### src/rtl/uart_cmd_asm_if.sv
// Bundle of signals between the UART receiver, the command assembler and the
// command consumer.
//   master : environment side (drives received bytes and the consumer ack)
//   slave  : the assembler itself
interface uart_cmd_asm_if;
    logic [7:0]  rx_data;
    logic        rx_rdy;
    logic        clr_rx_rdy;
    logic [7:0]  cmd;
    logic [15:0] data;
    logic        cmd_rdy;
    logic        clr_cmd_rdy;
    logic        frame_err;

    modport master (
        output rx_data, rx_rdy, clr_cmd_rdy,
        input  clr_rx_rdy, cmd, data, cmd_rdy, frame_err
    );

    modport slave (
        input  rx_data, rx_rdy, clr_cmd_rdy,
        output clr_rx_rdy, cmd, data, cmd_rdy, frame_err
    );
endinterface

### src/rtl/uart_cmd_asm.sv
// UART command frame assembler.
// Collects byte0 -> cmd, byte1 -> data[15:8], byte2 -> data[7:0] from a UART
// receiver, presents the frame until the consumer acknowledges it, and drops
// partial frames after TIMEOUT_CLKS idle cycles between bytes.
// Optional feature macro: UART_CMD_CHKSUM_EN adds a 4th byte that must equal
// byte0^byte1^byte2; a mismatch discards the frame with a frame_err pulse.
module uart_cmd_asm #(
    parameter int TIMEOUT_CLKS = 2048
) (
    input  logic           clk,
    input  logic           rst_n,
    uart_cmd_asm_if.slave  bus
);

    // Last counter value that still allows a byte; reaching it idle ends the frame.
    localparam logic [15:0] TO_LAST = 16'(TIMEOUT_CLKS - 1);

    typedef enum logic [2:0] {
        ST_IDLE = 3'd0,
        ST_B1   = 3'd1,
        ST_B2   = 3'd2,
`ifdef UART_CMD_CHKSUM_EN
        ST_CHK  = 3'd3,
`endif
        ST_FULL = 3'd4
    } state_t;

`ifdef UART_CMD_CHKSUM_EN
    // Frame check byte: XOR of the three payload bytes.
    function automatic logic [7:0] frame_xor(input logic [7:0] b0,
                                             input logic [7:0] b1,
                                             input logic [7:0] b2);
        return b0 ^ b1 ^ b2;
    endfunction
`endif

    state_t      state_q, state_d;
    logic [15:0] cnt_q, cnt_d;
    logic [7:0]  cmd_q, cmd_d;
    logic [15:0] data_q, data_d;
    logic        cmd_rdy_q;
    logic        frame_err_q, frame_err_d;
    logic        accept_s;
    logic        timeout_s;

    // A byte is taken whenever one is offered and no completed frame is waiting.
    assign accept_s  = bus.rx_rdy && (state_q != ST_FULL);
    assign timeout_s = (cnt_q == TO_LAST);

    // Next-state, capture and counter logic for the frame assembly FSM.
    always_comb begin
        state_d     = state_q;
        cnt_d       = cnt_q;
        cmd_d       = cmd_q;
        data_d      = data_q;
        frame_err_d = 1'b0;
        case (state_q)
            ST_IDLE: begin
                cnt_d = 16'd0;
                if (accept_s) begin
                    cmd_d   = bus.rx_data;
                    state_d = ST_B1;
                end else begin
                    state_d = ST_IDLE;
                end
            end
            ST_B1: begin
                if (accept_s) begin
                    data_d[15:8] = bus.rx_data;
                    cnt_d        = 16'd0;
                    state_d      = ST_B2;
                end else if (timeout_s) begin
                    cnt_d       = 16'd0;
                    frame_err_d = 1'b1;
                    state_d     = ST_IDLE;
                end else begin
                    cnt_d = cnt_q + 16'd1;
                end
            end
            ST_B2: begin
                if (accept_s) begin
                    data_d[7:0] = bus.rx_data;
                    cnt_d       = 16'd0;
`ifdef UART_CMD_CHKSUM_EN
                    state_d     = ST_CHK;
`else
                    state_d     = ST_FULL;
`endif
                end else if (timeout_s) begin
                    cnt_d       = 16'd0;
                    frame_err_d = 1'b1;
                    state_d     = ST_IDLE;
                end else begin
                    cnt_d = cnt_q + 16'd1;
                end
            end
`ifdef UART_CMD_CHKSUM_EN
            ST_CHK: begin
                if (accept_s) begin
                    cnt_d = 16'd0;
                    if (bus.rx_data == frame_xor(cmd_q, data_q[15:8], data_q[7:0])) begin
                        state_d = ST_FULL;
                    end else begin
                        frame_err_d = 1'b1;
                        state_d     = ST_IDLE;
                    end
                end else if (timeout_s) begin
                    cnt_d       = 16'd0;
                    frame_err_d = 1'b1;
                    state_d     = ST_IDLE;
                end else begin
                    cnt_d = cnt_q + 16'd1;
                end
            end
`endif
            ST_FULL: begin
                // Frame is frozen here; pending bytes wait upstream.
                cnt_d = 16'd0;
                if (bus.clr_cmd_rdy) begin
                    state_d = ST_IDLE;
                end else begin
                    state_d = ST_FULL;
                end
            end
            default: begin
                cnt_d   = 16'd0;
                state_d = ST_IDLE;
            end
        endcase
    end

    // State, counter and registered outputs with asynchronous reset.
    always_ff @(posedge clk or negedge rst_n) begin
        if (!rst_n) begin
            state_q     <= ST_IDLE;
            cnt_q       <= 16'd0;
            cmd_q       <= 8'h00;
            data_q      <= 16'h0000;
            cmd_rdy_q   <= 1'b0;
            frame_err_q <= 1'b0;
        end else begin
            state_q     <= state_d;
            cnt_q       <= cnt_d;
            cmd_q       <= cmd_d;
            data_q      <= data_d;
            cmd_rdy_q   <= (state_d == ST_FULL);
            frame_err_q <= frame_err_d;
        end
    end

    // The receiver clear is combinational so the flag drops at the capturing
    // edge; it is gated by rst_n so nothing is acknowledged while in reset.
    assign bus.clr_rx_rdy = accept_s && rst_n;
    assign bus.cmd        = cmd_q;
    assign bus.data       = data_q;
    assign bus.cmd_rdy    = cmd_rdy_q;
    assign bus.frame_err  = frame_err_q;

endmodule

### src/flat_wrapper.sv
// flat-port wrapper written by rule: the top's interface ports become plain ports
module uart_cmd_asm_flat 
#(
    parameter int TIMEOUT_CLKS = 2048
)
  (clk, rst_n, bus_rx_data, bus_rx_rdy, bus_clr_cmd_rdy, bus_clr_rx_rdy, bus_cmd, bus_data, bus_cmd_rdy, bus_frame_err);
  uart_cmd_asm_if bus_i ();
  input  logic clk;
  input  logic rst_n;
  input wire logic [$bits(bus_i.rx_data)-1:0] bus_rx_data;
  input wire logic [$bits(bus_i.rx_rdy)-1:0] bus_rx_rdy;
  input wire logic [$bits(bus_i.clr_cmd_rdy)-1:0] bus_clr_cmd_rdy;
  output wire logic [$bits(bus_i.clr_rx_rdy)-1:0] bus_clr_rx_rdy;
  output wire logic [$bits(bus_i.cmd)-1:0] bus_cmd;
  output wire logic [$bits(bus_i.data)-1:0] bus_data;
  output wire logic [$bits(bus_i.cmd_rdy)-1:0] bus_cmd_rdy;
  output wire logic [$bits(bus_i.frame_err)-1:0] bus_frame_err;
  assign bus_i.rx_data = bus_rx_data;
  assign bus_i.rx_rdy = bus_rx_rdy;
  assign bus_i.clr_cmd_rdy = bus_clr_cmd_rdy;
  assign bus_clr_rx_rdy = bus_i.clr_rx_rdy;
  assign bus_cmd = bus_i.cmd;
  assign bus_data = bus_i.data;
  assign bus_cmd_rdy = bus_i.cmd_rdy;
  assign bus_frame_err = bus_i.frame_err;
  uart_cmd_asm #(.TIMEOUT_CLKS(TIMEOUT_CLKS)) u_core (.clk(clk), .rst_n(rst_n), .bus(bus_i));
endmodule
### config.mk
export PLATFORM = sky130hd
export DESIGN_NAME = uart_cmd_asm_flat
export DESIGN_NICKNAME = d
export VERILOG_FILES = /design/src/rtl/uart_cmd_asm_if.sv /design/src/rtl/uart_cmd_asm.sv /design/src/flat_wrapper.sv
export SDC_FILE = /design/constraint.sdc
export NUM_CORES = 1
export LEC_CHECK = 0
export CAP_MARGIN = 15
export CORE_ASPECT_RATIO = 1.2
export CORE_MARGIN = 2
export CORE_UTILIZATION = 35
export DETAILED_ROUTE_END_ITERATION = 7
export PLACE_DENSITY = 0.62
export SKIP_CTS_REPAIR_TIMING = 1
export SLEW_MARGIN = 20
export SYNTH_ARGS = -nofsm -noshare
export SYNTH_HDL_FRONTEND = slang
export SYNTH_SLANG_ARGS = --single-unit
### constraint.sdc
create_clock -name clk -period 2.51 [get_ports clk]
set_clock_uncertainty 0.05 [all_clocks]
set_input_delay 0.251 -clock clk [delete_from_list [all_inputs] [get_ports clk]]
set_output_delay 0.251 -clock clk [all_outputs]
set_load 0.005 [all_outputs]
==> impl_metrics.json <==
{
  "status": "finished, final reports clean",
  "period_minus_slack_ns": 1.91,
  "start_util": 0.365,
  "synth.avg_cell_area_um2": 12.2,
  "insertion_delay_ns": 0.30,
  "first_global_vias": 1304,
  "grt_pass1_wl_um": 6200,
  "syn_area_um2": 1940,
  "finalNonFillerCells": 268,
  "synth_seq_area_share": 0.582,
  "path_cells": "inv_1 -> o311a_1 -> clkdlybuf4s50_1",
  "p_per_area_nw_per_um2": 989,
  "rsz0062_at_grt": "no",
  "synth-seq-cells": 45,
  "ios": 39,
  "crit_buf_inv": 2,
  "yosys-top-cells-count": "dfrtp_1, mux2_2, nor2_1",
  "cts_buffers": 5,
  "die_h_um": 85.5,
  "synth_ff_type": "dfrtp_1",
  "synth_area_leader_cell": "dfrtp_1",
  "drive_gt1_frac": 0.199,
  "synth_most_common_cell": "dfrtp_1",
  "h-tree-depth": 2,
  "drtIter0Drc": 81,
  "hold_viol": 0,
  "r2r-start": "u_core.cnt_q[11]",
  "drtAntennaViolNets": 0,
  "die_area_um2": 6140,
  "portBuffers": 38,
  "synth_cell_types": 31,
  "p_leak_uw": 0.000979,
  "irDropWorstVdd_mv": 0.303,
  "crit_start": "u_core.state_q[2]",
  "finalCritPeriodShare": 0.760,
  "ctsRootBufferMaster": "clkbuf_8",
  "maxSlewViolCount": 0,
  "critPathKind": "register to output pin",
  "min_path_type": "input port to async pin",
  "path_max_fanout": 4,
  "placed_cells": 260,
  "antenna_found_initial": 0,
  "fp.dieW_um": 71.9,
  "worst_pin_slew_ns": 0.568,
  "cp.arrival_ns": 1.61,
  "n_fill_cell": 526,
  "start_kind": "register",
  "cap_violations": 0,
  "drt-total-wl_um": 3690,
  "grt_max_degree": 46,
  "overflow": 0,
  "tritoncts": "done",
  "hpwlAfterDp_um": 2630,
  "clock-sinks": 45,
  "area_delta_synth_final_pct": 28.6,
  "synthesis.nets": 172,
  "synth_edf_count": 0,
  "synth_cells": 159,
  "cpMaxStageDelayCell": "clkdlybuf4s50_1",
  "slew_headroom": 0.621,
  "synth_top_area_frac": 0.582,
  "clockBufferDepth": 2,
  "firstDrtPassIters": 4,
  "drc": 0,
  "path_delay_family": "buffers and inverters",
  "synth_warnings": 0,
  "fin_setup_tns_ns": 0,
  "num_antenna_cells": 0,
  "synthTopCellsByArea": "dfrtp_1, mux2_2, xnor2_1",
  "fmax_ghz": 0.524,
  "synth-async-reset-ratio": 1.00,
  "cp.required_ns": 2.21,
  "vias": 1299,
  "coreArea_um2": 5300,
  "rows": 29,
  "finalNetCount": 218,
  "place.gp.congestion": 0.750,
  "wl_per_cell_um": 13.8,
  "seqCellArea_um2": 1130,
  "crit_path_end_kind": "output pin",
  "setup_viol": 0,
  "via_per_inst": 4.85,
  "clk_pin_slew_ns": 0.09,
  "grt_util_all_layers": 0.131,
  "multi_input_area_um2": 768,
  "max_stage_delay_ns": 0.44
}
-- report_power, final --
part	total (uW)	leakage, uW	internal [uW]	switching [uW]
Combinational	907	0.000360	618	289
Sequential	1100	0.000575	956	146
Clock	455	0.0000445	198	257
-- logic make-up (layout without fill, tap and decap cells) --
kind of cell             count (synthesis)  after routing  synth area share
AND/OR/NAND/NOR                         56             56             0.150
flip-flops                              45             45             0.582
multiplexers                            24             24             0.140
AO/OA/AOI/OAI                           12             12            0.0465
XOR/XNOR                                12             12            0.0543
buffers and inverters                    9             56            0.0213
adder cells (fa/ha/maj)                  1              1           0.00646
-- placed cells by master (no fill, tap or decap), types with 2 or more instances in the layout --
master / Yosys / layout
or3_1: 3 / 3
clkdlybuf4s50_1: 0 / 37
nand3_1: 5 / 5
xor2_1: 2 / 2
nand4_1: 3 / 3
nor3_1: 7 / 7
nand2_1: 5 / 5
buf_4: 0 / 4
clkbuf_8: 0 / 5
nor2_1: 20 / 20
dfrtp_1: 45 / 45
mux2_2: 24 / 24
xnor2_1: 10 / 10
inv_1: 6 / 6
nor4_1: 3 / 3
o21ai_0: 3 / 3
a21oi_1: 3 / 3
nand2b_1: 3 / 3
-- worst register-to-register path: cells and delay by family, from the launching register on --
family / cells / cell delay, ns
flip-flops: 1 / 0.42
AO/OA/AOI/OAI: 1 / 0.31
AND/OR/NAND/NOR: 3 / 1.00
-- through the flow --
stage | cell area, um2 | util | hold WS [ns] | setup slack [ns] | total power (uW)
after floorplan | 1940 | - | -0.0946 | 0.759 | 1520
after global placement | 2400 | 0.453 | 0.404 | 0.638 | 2030
after detailed placement | 2400 | 0.453 | 0.401 | 0.614 | 2050
after CTS | 2490 | 0.470 | 0.0695 | 0.581 | 2510
after global routing | 2490 | 0.470 | 0.0837 | 0.461 | 2630
final | 2490 | 0.470 | 0.0405 | 0.602 | 2460
-- worst paths after layout --
| kind | endpoint | slack [ns] | cells past startpoint |
|---|---|---|---|
| worst max-delay path | bus_clr_rx_rdy | 0.60 | 3 |
| worst min-delay path | u_core.bus.frame_err | 0.04 | 2 |
| worst min register to register | u_core.state_q[1] | 0.46 | 1 |
| min in group clk | u_core.state_q[1] | 0.46 | 1 |
| worst max register to register | u_core.cnt_q[11] | 0.61 | 4 |
| max in group asynchronous | u_core.bus.data[0] | 1.98 | 2 |
-- area by class of cell --
cell class / count / area share
Sequential cell: 45 / 0.452
Multi-Input combinational cell: 105 / 0.309
Tap cell: 62 / 0.0312
Clock buffer: 5 / 0.0276
Clock inverter: 3 / 0.00854
Timing Repair Buffer: 42 / 0.163
Inverter: 6 / 0.00905
-- state kept, by name, indices dropped and copies added, names as in the netlist --
name                  count
u_core.bus.cmd            8
u_core.bus.cmd_rdy        1
u_core.bus.data          16
u_core.bus.frame_err      1
u_core.cnt_q             16
u_core.state_q            3
-- routing by layer --
layer	share of wire	vias to the layer above	global-route usage
met5	0	-	0
met4	0.0041	0	0.0463
met3	0.054	2	0.0428
met2	0.49	32	0.213
met1	0.45	618	0.163
li1	-	647	-
Note: power is estimated with default switching activity, not from simulation.
